===== src/rtl/pixel_unpacker.sv =====
// pixel_unpacker: turns a packed 24-bit BGR byte stream (4 pixels per 3 words)
// into one pixel per handshake. It tracks x/y, flags sof/eol and records
// sticky framing errors.
module pixel_unpacker #(
  parameter int X_SIZE = 640,
  parameter int Y_SIZE = 480
) (
  input  logic        aclk,
  input  logic        aresetn,
  input  logic [31:0] in_stream_tdata,
  input  logic [3:0]  in_stream_tkeep,
  input  logic        in_stream_tlast,
  input  logic        in_stream_tuser,
  input  logic        in_stream_tvalid,
  output logic        in_stream_tready,
  output logic [7:0]  r,
  output logic [7:0]  g,
  output logic [7:0]  b,
  output logic        valid,
  input  logic        out_ready,
  output logic        sof,
  output logic        eol,
  input  logic        err_clear,
  output logic [1:0]  err_status
);

  localparam logic [9:0] X_LAST   = 10'(X_SIZE - 1);
  localparam logic [9:0] X_PENULT = 10'(X_SIZE - 2);
  localparam logic [8:0] Y_LAST   = 9'(Y_SIZE - 1);

  // State name = number of leftover bytes held in res_q.
  typedef enum logic [1:0] {RES0, RES1, RES2, RES3} state_t;

  state_t      state, state_nxt, eff_state;
  logic [23:0] res_q, res_nxt;     // byte 0 is the oldest stream byte
  logic        synced;
  logic        run;                // holds tready low until the first clock after reset
  logic [9:0]  x;                  // position of the next pixel to be emitted
  logic [8:0]  y;
  logic [9:0]  px;
  logic [8:0]  py;
  logic [7:0]  pb, pg, pr;
  logic        out_free, accept, proc, restart, at_origin, emit_res3, load;
  logic        exp_last, sof_err_set, eol_err_set;
  logic        tkeep_unused;

  // The protocol guarantees full words, so tkeep carries no information.
  assign tkeep_unused = ^in_stream_tkeep;

  assign out_free         = !valid || out_ready;
  assign in_stream_tready = run && (state != RES3) && out_free;
  assign accept           = in_stream_tvalid && in_stream_tready;
  // Words accepted before the first tuser are discarded.
  assign proc             = accept && (synced || in_stream_tuser);
  // A tuser word always restarts decoding at byte 0 of pixel (0,0).
  assign restart          = proc && in_stream_tuser;
  assign eff_state        = restart ? RES0 : state;
  assign at_origin        = (state == RES0) && (x == '0) && (y == '0);
  assign emit_res3        = (state == RES3) && out_free;
  assign load             = proc || emit_res3;
  assign px               = restart ? '0 : x;
  assign py               = restart ? '0 : y;

  // tlast belongs on the word that leaves the last pixel of the line buffered.
  assign exp_last    = (eff_state == RES2) && (x == X_PENULT);
  assign sof_err_set = proc && synced && (in_stream_tuser != at_origin);
  assign eol_err_set = proc && (in_stream_tlast != exp_last);

  // Byte steering: pick the pixel bytes and the new leftover bytes.
  always_comb begin
    state_nxt = state;
    res_nxt   = res_q;
    pb        = res_q[7:0];
    pg        = res_q[15:8];
    pr        = res_q[23:16];
    if (proc) begin
      case (eff_state)
        RES0: begin
          pb = in_stream_tdata[7:0];
          pg = in_stream_tdata[15:8];
          pr = in_stream_tdata[23:16];
          res_nxt   = {16'h0, in_stream_tdata[31:24]};
          state_nxt = RES1;
        end
        RES1: begin
          pb = res_q[7:0];
          pg = in_stream_tdata[7:0];
          pr = in_stream_tdata[15:8];
          res_nxt   = {8'h0, in_stream_tdata[31:16]};
          state_nxt = RES2;
        end
        RES2: begin
          pb = res_q[7:0];
          pg = res_q[15:8];
          pr = in_stream_tdata[7:0];
          res_nxt   = in_stream_tdata[31:8];
          state_nxt = RES3;
        end
        default: ;
      endcase
    end else if (emit_res3) begin
      res_nxt   = '0;
      state_nxt = RES0;
    end
  end

  // Residual state, sync tracking and the post-reset ready gate.
  always_ff @(posedge aclk or negedge aresetn) begin
    if (!aresetn) begin
      state  <= RES0;
      res_q  <= '0;
      synced <= 1'b0;
      run    <= 1'b0;
    end else begin
      run   <= 1'b1;
      state <= state_nxt;
      res_q <= res_nxt;
      if (proc) synced <= 1'b1;
    end
  end

  // Single registered output stage; it holds while the output is stalled.
  always_ff @(posedge aclk or negedge aresetn) begin
    if (!aresetn) begin
      valid <= 1'b0;
      r     <= '0;
      g     <= '0;
      b     <= '0;
      sof   <= 1'b0;
      eol   <= 1'b0;
    end else if (load) begin
      valid <= 1'b1;
      r     <= pr;
      g     <= pg;
      b     <= pb;
      sof   <= (px == '0) && (py == '0);
      eol   <= (px == X_LAST);
    end else if (out_ready) begin
      valid <= 1'b0;
    end
  end

  // Pixel counters advance once per emitted pixel.
  always_ff @(posedge aclk or negedge aresetn) begin
    if (!aresetn) begin
      x <= '0;
      y <= '0;
    end else if (load) begin
      if (px == X_LAST) begin
        x <= '0;
        y <= (py == Y_LAST) ? '0 : py + 9'd1;
      end else begin
        x <= px + 10'd1;
        y <= py;
      end
    end
  end

  // Sticky error flags; a new error takes priority over a clear in the same cycle.
  always_ff @(posedge aclk or negedge aresetn) begin
    if (!aresetn) err_status <= '0;
    else          err_status <= (err_clear ? 2'b00 : err_status) | {eol_err_set, sof_err_set};
  end

endmodule


===== config.mk =====
export PLATFORM = sky130hd
export DESIGN_NAME = pixel_unpacker
export DESIGN_NICKNAME = d
export VERILOG_FILES = /design/src/rtl/pixel_unpacker.sv
export SDC_FILE = /design/constraint.sdc
export NUM_CORES = 1
export LEC_CHECK = 0
export CAP_MARGIN = 10
export CORE_MARGIN = 3
export CORE_UTILIZATION = 57
export DETAILED_ROUTE_END_ITERATION = 16
export PLACE_DENSITY = 0.91
export SYNTH_ARGS = -nofsm -noshare
export SYNTH_HDL_FRONTEND = slang
export SYNTH_SLANG_ARGS = --single-unit
export TNS_END_PERCENT = 50

===== constraint.sdc =====
create_clock -name aclk -period 4.7 [get_ports aclk]
set_clock_uncertainty 0.2 [all_clocks]
set_input_delay 0.47 -clock aclk [delete_from_list [all_inputs] [get_ports aclk]]
set_output_delay 0.47 -clock aclk [all_outputs]
set_load 0.01 [all_outputs]

======== After elaboration in Yosys (flattened, before gate mapping) ========
Index checks and enable logic that the tools add are counted.
W data, S select, Z words.
storage, ports and cells
  register bits ........................... 76
  input port bits ......................... 43
cells by class
  add/subtract/negate cells ............... 2
  equality and inequality tests ........... 10
  mux-type cells .......................... 21
  bitwise operators ....................... 1
  reductions and logical operators ........ 26
operator list
  cell                     count
  $pmux W24 S3             1
  $mux W24                 2
  $mux W8                  4
  $mux W9                  3
  $pmux W8 S3              1
  $eq A10 B10 Y1 const B   2
  $logic_not A10 Y1        2
  $mux W10                 2
  $logic_not A9 Y1         2
  $pmux W8 S2              1
  $logic_and A1 B1 Y1      13
  $add A10 B1 Y10 const B  1
  $add A9 B1 Y9 const B    1
  $eq A9 B9 Y1 const B     1
  $mux W2                  4
  $pmux W2 S3              1
  $eq A2 B2 Y1 const B     2
  $logic_not A2 Y1         2
  $ne A4 B1 Y1 const B     1
  $reduce_bool A2 Y1       2
  $logic_or A1 B1 Y1       3
  $eq A2 B1 Y1 const B     1
  $mux W1                  2
  $ne A1 B1 Y1             2
  4 further kinds          4

======== Longest topological paths before layout ========
Gate-level depths: netlist of run 1.
  word-level depth ........................ 12
  gate-level depth with buffers ........... 13
  mapped depth without buffers ............ 10

======== Worst setup path after synthesis of run 1 ========
Ideal clock, no wire load.
  path type ............................... input to register
  from .................................... in in_stream_tuser
  to ...................................... reg res_q[10]
  arrival ................................. 2.643 ns
  setup slack ............................. 1.722 ns
  stages on the path ...................... 12
  buffers on the path ..................... 4
  cells stage by stage .................... clkbuf_1 nand4_1 clkbuf_1 nand2_1 inv_1 ha_1 clkbuf_1 nor3b_1 nand4_1 o22ai_1 clkbuf_1 o31ai_1
on the way
  cells in the longest elaborated chain, start to end .. 7
  elaborated cells between the ends (all ways) .. 12
  classes of those cells .................. 3 x eq/ne; 3 x mux; 6 x reduce/logical
RTL lines
  what                                                  line  text
  start, declared                                       13    input logic in_stream_tuser,
  $logic_or A1 B1 Y1                                    54    assign proc = accept && (synced || in_stream_tuser);
  $logic_and A1 B1 Y1                                   54
  $logic_and A1 B1 Y1                                   56    assign restart = proc && in_stream_tuser;
  $mux W2                                               57    assign eff_state = restart ? RES0 : state;
  $eq A2 B2 Y1, or another cell as far along            77    case (eff_state)
  $pmux W24 S3 / $ne A4 B1 Y1 (equally long branches)   --
  $mux W24 / $reduce_and A2 Y1 (equally long branches)  --
  end signal, assigned                                  117   res_q <= res_nxt;
  end, declared                                         35    logic [23:0] res_q, res_nxt;
Parallel ways exist; a longest one is shown, timed or not.
A chain may end at the register's enable or synchronous reset.

======== Worst setup path in the final report of run 1 ========
  from .................................... in out_ready
  to ...................................... reg res_q[4]
on the way
  cells in the longest elaborated chain, start to end .. 9
  elaborated cells between the ends (all ways) .. 15
  classes of those cells .................. 3 x eq/ne; 3 x mux; 9 x reduce/logical
RTL lines
  what                                                  line  text
  start, declared                                       20    input logic out_ready,
  $logic_or A1 B1 Y1 (*)                                50    assign out_free = !valid || out_ready;
  $logic_and A1 B1 Y1                                   51    assign in_stream_tready = run && (state != RES3) && out_free;
  $logic_and A1 B1 Y1                                   52    assign accept = in_stream_tvalid && in_stream_tready;
  $logic_and A1 B1 Y1                                   54
  $logic_and A1 B1 Y1                                   56
  $mux W2                                               57
  $eq A2 B2 Y1, or another cell as far along            77
  $pmux W24 S3 / $ne A4 B1 Y1 (equally long branches)   --
  $mux W24 / $reduce_and A2 Y1 (equally long branches)  --
Mark *: on every way between the ends. The rest lies on a longest branch, timed or not.

==> results_dict.tcl, run 1 <==
set metrics [dict create \
    status "completed" \
    cts_resized 0 \
    timing.rr.end "res_q[4]$_DFFE_PN0P_" \
    cts_buffer_depth 2 \
    post-route-period-util_pct 79.60 \
    gp_congestion 0.9285 \
    dp_hpwl_mm 7.235 \
    yosysMostFrequentCell "dfrtp_1" \
    critPathSlowestCell "ha_1" \
    syn-num-nets 483 \
    postCtsHoldBufs 0 \
    ys_warn_count 0 \
    antenna_left 0 \
    numCtsBuffers 9 \
    final_area_mm2 0.004910 \
    wirelength_mm 10.54 \
    cp_cell_sequence "clkdlybuf4s50_1 > nand2b_1 > nand4_1 > nand2_1 > ha_1 > a22oi_1 > nand2_1 > o21ai_0 > o31ai_1" \
    syn-instance-count 433 \
    cp_max_fo 32 \
    clk_pin_slew_ns 0.08 \
    synth_seq_cells 76 \
    port_buffers 68 \
    cp-start-kind "input port" \
    worst_ep_arrival_time_ns 3.80 \
    fin_ws_ns 0.9587 \
    drt_pass1_iterations 6 \
    required_ns 4.76 \
    place_ws_ns 0.6682 \
    area_growth_pct 22.28 \
    synth_top_area_cell "dfrtp_1" \
    max_stage_delay_ns 0.90 \
    setup_viol 0 \
    worstReg2RegStart "state[1]$_DFFE_PN0P_" \
    antennaDiodeCount 0 \
    grt_start_max_net_pins 77 \
    power.leakage_nw 2.013 \
    synth_top_area_share_pct 47.37 \
    slew_violations 0 \
    post_cts_buffers 0 \
    ys_types 49 \
    hold_path.class "input port to async pin" \
    routed-via-count 3756 \
    grt_pass1_vias 3494 \
    r2r_slack_ns 1.16 \
    fill_cells 468 \
    h-tree-depth 3 \
    track_usage_pct 27.22 \
    synthesis.area_mm2 0.004015 \
    tns_ns 0 \
    multi_input_area_mm2 0.001919 \
    slew_headroom_pct 24.74 \
    placed_area_mm2 0.004728 \
    ios 73 \
    critPathKind "input port to register" \
    seq_area_mm2 0.001902 \
    tightest_slew_ns 1.126 \
    ys_seq_area_share_pct 47.37 \
    die_y_um 89.93 \
    die_x_um 89.93 \
    synth_common_cells "76 x dfrtp_1, 63 x nand2_1, 41 x o21ai_0, 26 x clkbuf_1, 26 x o31ai_1" \
    synth.avg_cell_area_um2 9.273 \
    synth-async-reset-ratio_pct 100.0 \
    cp-end-kind "register" \
    nNetsFinal 535 \
    insertion_delay_ns 0.36 \
    route.detailed.drc 0 \
    rows 29 \
    grt_pass1_wl_mm 17.86 \
    ir_drop_mv 0.3366 \
    drive_gt1_share_pct 5.930 \
    core_mm2 0.006568 \
    drt-wirelength-per-cell_um 18.11 \
    die-area_mm2 0.008087 \
    cp.buffers_inverters 1 \
    start_util_pct 61.14 \
    initialDrtViolationCount 589 \
    synth.area.top_cells "dfrtp_1 47%, nand2_1 5.9%, o21ai_0 5.1%" \
    max_freq_mhz 267.3 \
    root_buffer "clkbuf_8" \
    cp_top_family "simple AND/OR/NAND/NOR gates" \
    synth-edff-count 0 \
    overflow 0 \
    fin_crit_ns 3.741 \
    tritoncts "done" \
    rsz0062_at_grt "no" \
    clock_sinks 76 \
    ys.flop_type "dfrtp_1" \
    antenna_found_initial 0 \
    max_cap_viol_count 0 \
    reg2reg_depth 8 \
    crit_top_cell "nand2_1" \
    p_per_area_mw_per_mm2 476.9 \
    routed_via_density 6.454 \
    hold_violations 0 \
]
==> cell type report <==
| class | instances | area share (%) |
|---|---|---|
| Clock buffer | 10 | 2.599 |
| Inverter | 20 | 1.529 |
| Timing Repair Buffer | 73 | 14.58 |
| Multi-Input combinational cell | 305 | 39.09 |
| Tap cell | 93 | 2.370 |
| Clock inverter | 5 | 1.096 |
| Sequential cell | 76 | 38.74 |
==> cells by family after synthesis <==
family / after synthesis / synth area share (%)
AND/OR/NAND/NOR: 133 / 16.11
adder cells (fa/ha/maj): 7 / 2.181
buffers and inverters: 52 / 5.173
AO/OA/AOI/OAI: 153 / 26.39
flip-flops: 76 / 47.37
other: 1 / 0.09340
XOR/XNOR: 2 / 0.4364
multiplexers: 9 / 2.244
==> registers in the layout, indices dropped and copies added, names as in the netlist <==
name,cells
err_status,2
b,8
valid,1
eol,1
x,10
g,8
y,9
synced,1
run,1
r,8
state,2
res_q,24
sof,1
==> routing by layer <==
layer  vias to the layer above  part of all wire [%]  GRT usage [%]
met5                         -                     0              0
met4                         0                   2.1          10.59
met3                        26                   7.6          4.341
met2                       219                    47          42.54
met1                      1800                    43          38.41
li1                       1711                     -              -
==> per-stage QoR <==
step / power [mW] / utilization [%] / hold WS [ns] / std cells
finish: 2.341 / 74.76 / 0.04319 / 582
global route: 2.483 / 74.76 / 0.1352 / 582
detailed placement: 1.848 / 71.99 / 0.2669 / 567
CTS: 2.332 / 74.76 / 0.08631 / 582
floorplan: 1.462 / - / -0.02559 / 433
global placement: 1.813 / 71.99 / 0.2585 / 567
==> layout by cell type, fill, tap and decap left out, types with 3 or more instances in the layout <==
master,instances
nand2_1,63
dfrtp_1,76
mux2i_1,9
a21oi_1,12
o31ai_1,26
nand4_1,4
clkbuf_8,9
a22o_1,16
clkinv_2,3
a222oi_1,8
o211ai_1,9
and2_1,4
or4_1,3
buf_4,6
clkdlybuf4s50_1,67
nor3_1,6
nand3_1,20
nor2_1,12
ha_1,7
and3_1,4
a41oi_1,3
o21ai_0,41
a22oi_1,24
inv_1,20
==> worst max path at each step <==
stage	start	endpoint	slack, ns	cells past startpoint
2_1_floorplan	in_stream_tuser	res_q[10]$_DFFE_PN0P_	1.72	12
3_3_place_gp	out_ready	res_q[5]$_DFFE_PN0P_	0.83	9
3_5_place_dp	out_ready	res_q[4]$_DFFE_PN0P_	0.67	9
4_1_cts	out_ready	res_q[4]$_DFFE_PN0P_	1.00	9
5_1_grt	out_ready	res_q[5]$_DFFE_PN0P_	0.59	9
6_report	out_ready	res_q[4]$_DFFE_PN0P_	0.96	9
==> power breakdown <==
| group | switching [mW] | leakage [nW] | internal, mW |
|---|---|---|---|
| sequential | 0.130 | 1.01 | 0.818 |
| combinational | 0.490 | 0.911 | 0.417 |
| clock | 0.246 | 0.0959 | 0.241 |
==> worst register-to-register path: cells and delay by family, from the launching register on <==
family / cells / cell delay, ns
flip-flops: 1 / 0.42
AND/OR/NAND/NOR: 4 / 1.32
AO/OA/AOI/OAI: 3 / 0.62
adder cells (fa/ha/maj): 1 / 0.90
Power figures use the tool's default switching activity.
==> inputs of run 2 (changes only) <==
CORE_UTILIZATION = 53   (was 57)
PLACE_DENSITY = 0.86   (was 0.91)
clock period = 3.6 ns   (was 4.7 ns; I/O delays follow)
==> results_dict.tcl, run 2 (same netlist as run 1, synthesis figures left out) <==
set metrics [dict create \
    hold_path.class "register to register" \
    fin_crit_ns 3.013 \
    die-area_mm2 0.008656 \
    root_buffer "clkbuf_8" \
    largestRegisters "res_q (24), x (10), y (9)" \
    power.total_mw 2.988 \
    gr-usage-met2_pct 36.05 \
    core_mm2 0.007292 \
    antenna_found_initial 0 \
    combPwrFrac_pct 39.8 \
    die_y_um 93.04 \
    crit_top_cell "nand2_1" \
    hold_violations 0 \
    die_x_um 93.04 \
    grt_busiest_layer "met1" \
    pwr-share-clk_pct 19.0 \
    max_stage_delay_ns 0.90 \
    critPathSlowestCell "ha_1" \
    ios 73 \
    gp_congestion 0.8606 \
    dp_hpwl_mm 7.075 \
    track_usage_pct 24.60 \
    grt_pass1_wl_mm 16.78 \
    power.leakage_nw 2.023 \
    largest_reg_flops 24 \
    worst_ep_arrival_time_ns 3.07 \
    rsz0062_at_grt "no" \
    p_per_area_mw_per_mm2 606.4 \
    tightest_slew_ns 1.125 \
    h-tree-depth 3 \
    cp.buffers_inverters 1 \
    clk_pin_slew_ns 0.08 \
    p_seq_share_pct 41.2 \
    area_growth_pct 22.72 \
    antennaDiodeCount 0 \
    met1_usage_pct 37.25 \
    tritoncts "done" \
    numCtsBuffers 9 \
    most-common-layout-cells "76 x dfrtp_1, 67 x clkdlybuf4s50_1, 63 x nand2_1" \
    p_switching_mw 1.112 \
    max_freq_mhz 331.9 \
    nNetsFinal 538 \
    cp_top_family "adder cells" \
    internal_power_mw 1.876 \
    max_cap_viol_count 0 \
    overflow 0 \
    globalRouteMet3Util_pct 4.183 \
    slew_headroom_pct 24.83 \
    cp-end-kind "register" \
    setup_viol 0 \
    grt_pass1_vias 3314 \
    drt-wirelength-per-cell_um 17.50 \
    fill_cells 609 \
    final_common_cell "dfrtp_1" \
    ir_drop_mv 0.3497 \
    slew_violations 0 \
    antenna_left 0 \
    max_flop_register "res_q" \
    post-route-period-util_pct 83.69 \
    start_util_pct 55.06 \
    cp-start-kind "input port" \
    cp_max_fo 32 \
    cts_buffer_depth 2 \
    initialDrtViolationCount 483 \
    port_buffers 68 \
    route.detailed.drc 0 \
    grt_start_max_net_pins 77 \
    critPathKind "input port to register" \
    drt_pass1_iterations 7 \
    rows 31 \
    insertion_delay_ns 0.36 \
    cp_cell_sequence "clkdlybuf4s50_1 > nand2b_1 > nand4_1 > nand2_1 > ha_1 > a22oi_1 > nand2_1 > o21ai_0 > o31ai_1" \
    status "completed" \
    multi_input_area_mm2 0.001919 \
    netSwitchingFraction_pct 37.23 \
    routed_via_density 6.208 \
    wirelength_mm 10.34 \
    routed-via-count 3669 \
    required_ns 3.66 \
    tns_ns 0 \
    drive_gt1_share_pct 6.504 \
    seq_area_mm2 0.001902 \
    clock_sinks 76 \
]
## run 2: cell count changes in the layout (fill, tap and decap cells not counted), sizes merged
cell	delta
clkinv	+1
buf	+2
dlygate4sd3	+1
bufinv	-1
## run 2: cell type report
type                       instances  area share (%)
tap                               99           2.514
timing repair buffer              76           15.03
inverter                          20           1.524
sequential                        76           38.60
clock inverter                     5          0.5841
multi-input combinational        305           38.95
clock buffer                      10           2.793
## run 2: power by group through the flow
stage / logic [mW] / clock network, mW / registers, mW
2_1_floorplan: 0.647 / 0 / 1.26
3_3_place_gp: 1.14 / 0 / 1.23
3_5_place_dp: 1.17 / 0 / 1.24
4_1_cts: 1.18 / 0.571 / 1.23
5_1_grt: 1.31 / 0.611 / 1.26
6_report: 1.19 / 0.567 / 1.23
## run 2: worst paths after layout
check / from / endpoint / slack [ns] / depth (start not counted)
max in group asynchronous: aresetn / b[0]$_DFFE_PN0P_ / 2.05 / 2
setup / recovery: out_ready / res_q[2]$_DFFE_PN0P_ / 0.59 / 9
hold / removal: res_q[9]$_DFFE_PN0P_ / res_q[9]$_DFFE_PN0P_ / 0.28 / 2
hold reg to reg: res_q[9]$_DFFE_PN0P_ / res_q[9]$_DFFE_PN0P_ / 0.28 / 2
min in group asynchronous: aresetn / y[1]$_DFFE_PN0P_ / 0.48 / 2
setup reg to reg: state[1]$_DFFE_PN0P_ / res_q[2]$_DFFE_PN0P_ / 0.70 / 8
## run 2: repair_timing
item	in CTS	in global routing
buffers inserted	0	0
hold endpoints to repair	23	0
gates resized for setup	0	0
hold buffers	1	0
## run 2: stage by stage
step	instance area, um^2	std cells	util, %	setup slack (ns)	hold WS [ns]
finish	4927	591	67.57	0.5872	0.2775
global route	4927	591	67.57	0.3711	0.3053
CTS	4927	591	67.57	0.6417	0.2812
detailed placement	4751	575	65.15	0.2717	0.2652
global placement	4751	575	65.15	0.4031	0.2548
floorplan	4015	433	-	0.7302	-0.1356
## run 2: per-layer routing
metal / wire (um) / vias up / part of all wire, %
li1: - / 1723 / -
met1: 4737 / 1761 / 46
met2: 4746 / 169 / 46
met3: 714 / 16 / 6.9
met4: 146 / 0 / 1.4
met5: 0 / - / 0
## run 2: worst reg2reg max path: stages (launching register included)
cell and delay, ns:
dfrtp_1 0.41, nand2_1 0.20, nand4_1 0.18, nand2_1 0.19, ha_1 0.90, a22oi_1 0.21, nand2_1 0.11, o21ai_0 0.13
o31ai_1 0.27
==> inputs of run 3 (changes only) <==
clock period = 3.1 ns   (was 3.6 ns; I/O delays follow)
==> results_dict.tcl, run 3 (same netlist as run 1, synthesis figures left out) <==
set metrics [dict create \
    final_common_cell "dfrtp_1" \
    insertion_delay_ns 0.35 \
    internal_power_mw 2.522 \
    gp_congestion 0.8931 \
    fin_util_pct 70.08 \
    post_cts_buffers 0 \
    slew_violations 0 \
    routed-wl-met2_mm 5.047 \
    cp_max_fo 41 \
    h-tree-depth 3 \
    most-common-layout-cells "76 x dfrtp_1, 67 x clkdlybuf4s50_1, 63 x nand2_1" \
    power.leakage_nw 2.108 \
    fin_ws_ns 0.3366 \
    nNetsFinal 546 \
    setup_viol 0 \
    port_buffers 68 \
    top_layer_used "met4" \
    min-delay-start "sof$_DFFE_PN0P_" \
    antenna_left 0 \
    start_util_pct 55.06 \
    drt_pass1_iterations 7 \
    grt_pass1_wl_mm 17.59 \
    finalNonFillerCells 600 \
    drive_gt1_share_pct 7.984 \
    max_cap_viol_count 0 \
    netSwitchingFraction_pct 34.70 \
    status "completed" \
    combPwrFrac_pct 37.3 \
    slew_headroom_pct 36.80 \
    die_y_um 93.04 \
    cts_buffer_depth 2 \
    tns_ns 0 \
    worst_ep_arrival_time_ns 2.81 \
    cts_resized 0 \
    rsz0062_at_grt "no" \
    numCtsBuffers 9 \
    tightest_slew_ns 0.9481 \
    ios 73 \
    worstReg2RegStart "state[1]$_DFFE_PN0P_" \
    cp-end-kind "register" \
    root_buffer "clkbuf_8" \
    max_freq_mhz 361.9 \
    route.detailed.drc 0 \
    area_growth_pct 27.27 \
    grt_start_max_net_pins 77 \
    tritoncts "done" \
    fin_crit_ns 2.763 \
    wl_met1_mm 4.747 \
    pwr-share-clk_pct 25.5 \
    dp.cells 583 \
    power.total_mw 3.863 \
    required_ns 3.15 \
    ir_drop_mv 0.4523 \
    rows 31 \
    overflow 0 \
    track_usage_pct 25.85 \
    largestRegisters "res_q (24), x (10), y (9)" \
    initialDrtViolationCount 521 \
    dr_wl_met3_um 892 \
    max_flop_register "res_q" \
    clock_sinks 76 \
    p_seq_share_pct 37.2 \
    antenna_found_initial 0 \
    wirelength_mm 10.95 \
    largest_reg_flops 24 \
    hold_violations 0 \
    core_mm2 0.007292 \
    p_switching_mw 1.340 \
    drt-wirelength-per-cell_um 18.24 \
    critPathKind "input port to register" \
    die-area_mm2 0.008656 \
    post-route-period-util_pct 89.14 \
    cp-startpoint "in_stream_tvalid" \
    place_ws_ns 0.04568 \
    routed_via_density 6.273 \
    die_x_um 93.04 \
    antennaDiodeCount 0 \
    clk_pin_slew_ns 0.08 \
    hold_path.class "register to register" \
    cp-start-kind "input port" \
    routed-via-count 3764 \
    dp_hpwl_mm 7.407 \
    grt_pass1_vias 3454 \
    p_per_area_mw_per_mm2 755.9 \
]
run 3: cell count changes in the layout (fill, tap and decap cells not counted):
| cell | previous run | this run |
|---|---|---|
| buf_4 | 8 | 14 |
| bufinv_16 | 0 | 4 |
| clkinv_2 | 4 | 0 |
| buf_12 | 0 | 2 |
| clkbuf_1 | 0 | 1 |
| clkbuf_8 | 10 | 9 |
| clkinvlp_4 | 0 | 1 |
run 3: layout make-up:
class / instances / area (um^2)
inverter: 20 / 75.07
tap: 99 / 123.9
clock buffer: 10 / 127.6
sequential: 76 / 1902
fill: 573 / 2182
clock inverter: 6 / 136.4
multi-input combinational: 305 / 1919
timing repair buffer: 84 / 825.8
run 3: repair_timing:
| action | CTS | global route |
|---|---|---|
| hold buffers | 1 | 0 |
| endpoints found under the hold margin | 76 | 0 |
| setup endpoints to repair | 0 | 0 |
run 3: layer usage:
layer | up-vias | GRT usage [%]
met1 | 1782 | 37.87
met5 | - | 0
met4 | 0 | 9.524
met2 | 213 | 38.99
met3 | 27 | 4.023
li1 | 1742 | -
run 3: per-stage QoR:
stage | area [um^2] | hold WS (ns)
after CTS | 5110 | 0.2838
after floorplan | 4015 | -0.1856
after global placement | 4836 | 0.2584
after global routing | 5110 | 0.3090
final | 5110 | 0.2747
after detailed placement | 4836 | 0.2663
run 3: power groups by stage:
stage | combinational (mW) | sequential, mW | clock [mW]
floorplan | 0.752 | 1.46 | 0
global placement | 1.37 | 1.43 | 0
detailed placement | 1.41 | 1.44 | 0
CTS | 1.43 | 1.43 | 0.994
global route | 1.57 | 1.46 | 1.03
finish | 1.44 | 1.44 | 0.986
run 3: worst max-delay path, stage by stage:
cell             delay, ns
clkdlybuf4s50_1       0.47
and2_1                0.22
nand4_1               0.24
nand2_1               0.23
inv_1                 0.10
ha_1                  0.25
nor3b_1               0.23
nand4_1               0.17
o22ai_2               0.19
buf_12                0.23
nand2_1               0.09
o31ai_1               0.08
run 3: worst paths after layout:
check	to	slack (ns)	depth (start not counted)
setup reg to reg	res_q[15]$_DFFE_PN0P_	0.37	11
hold reg to reg	sof$_DFFE_PN0P_	0.27	2
min in group asynchronous	y[3]$_DFFE_PN0P_	0.45	2
hold / removal	sof$_DFFE_PN0P_	0.27	2
setup / recovery	res_q[15]$_DFFE_PN0P_	0.34	12
max in group asynchronous	res_q[0]$_DFFE_PN0P_	1.63	2
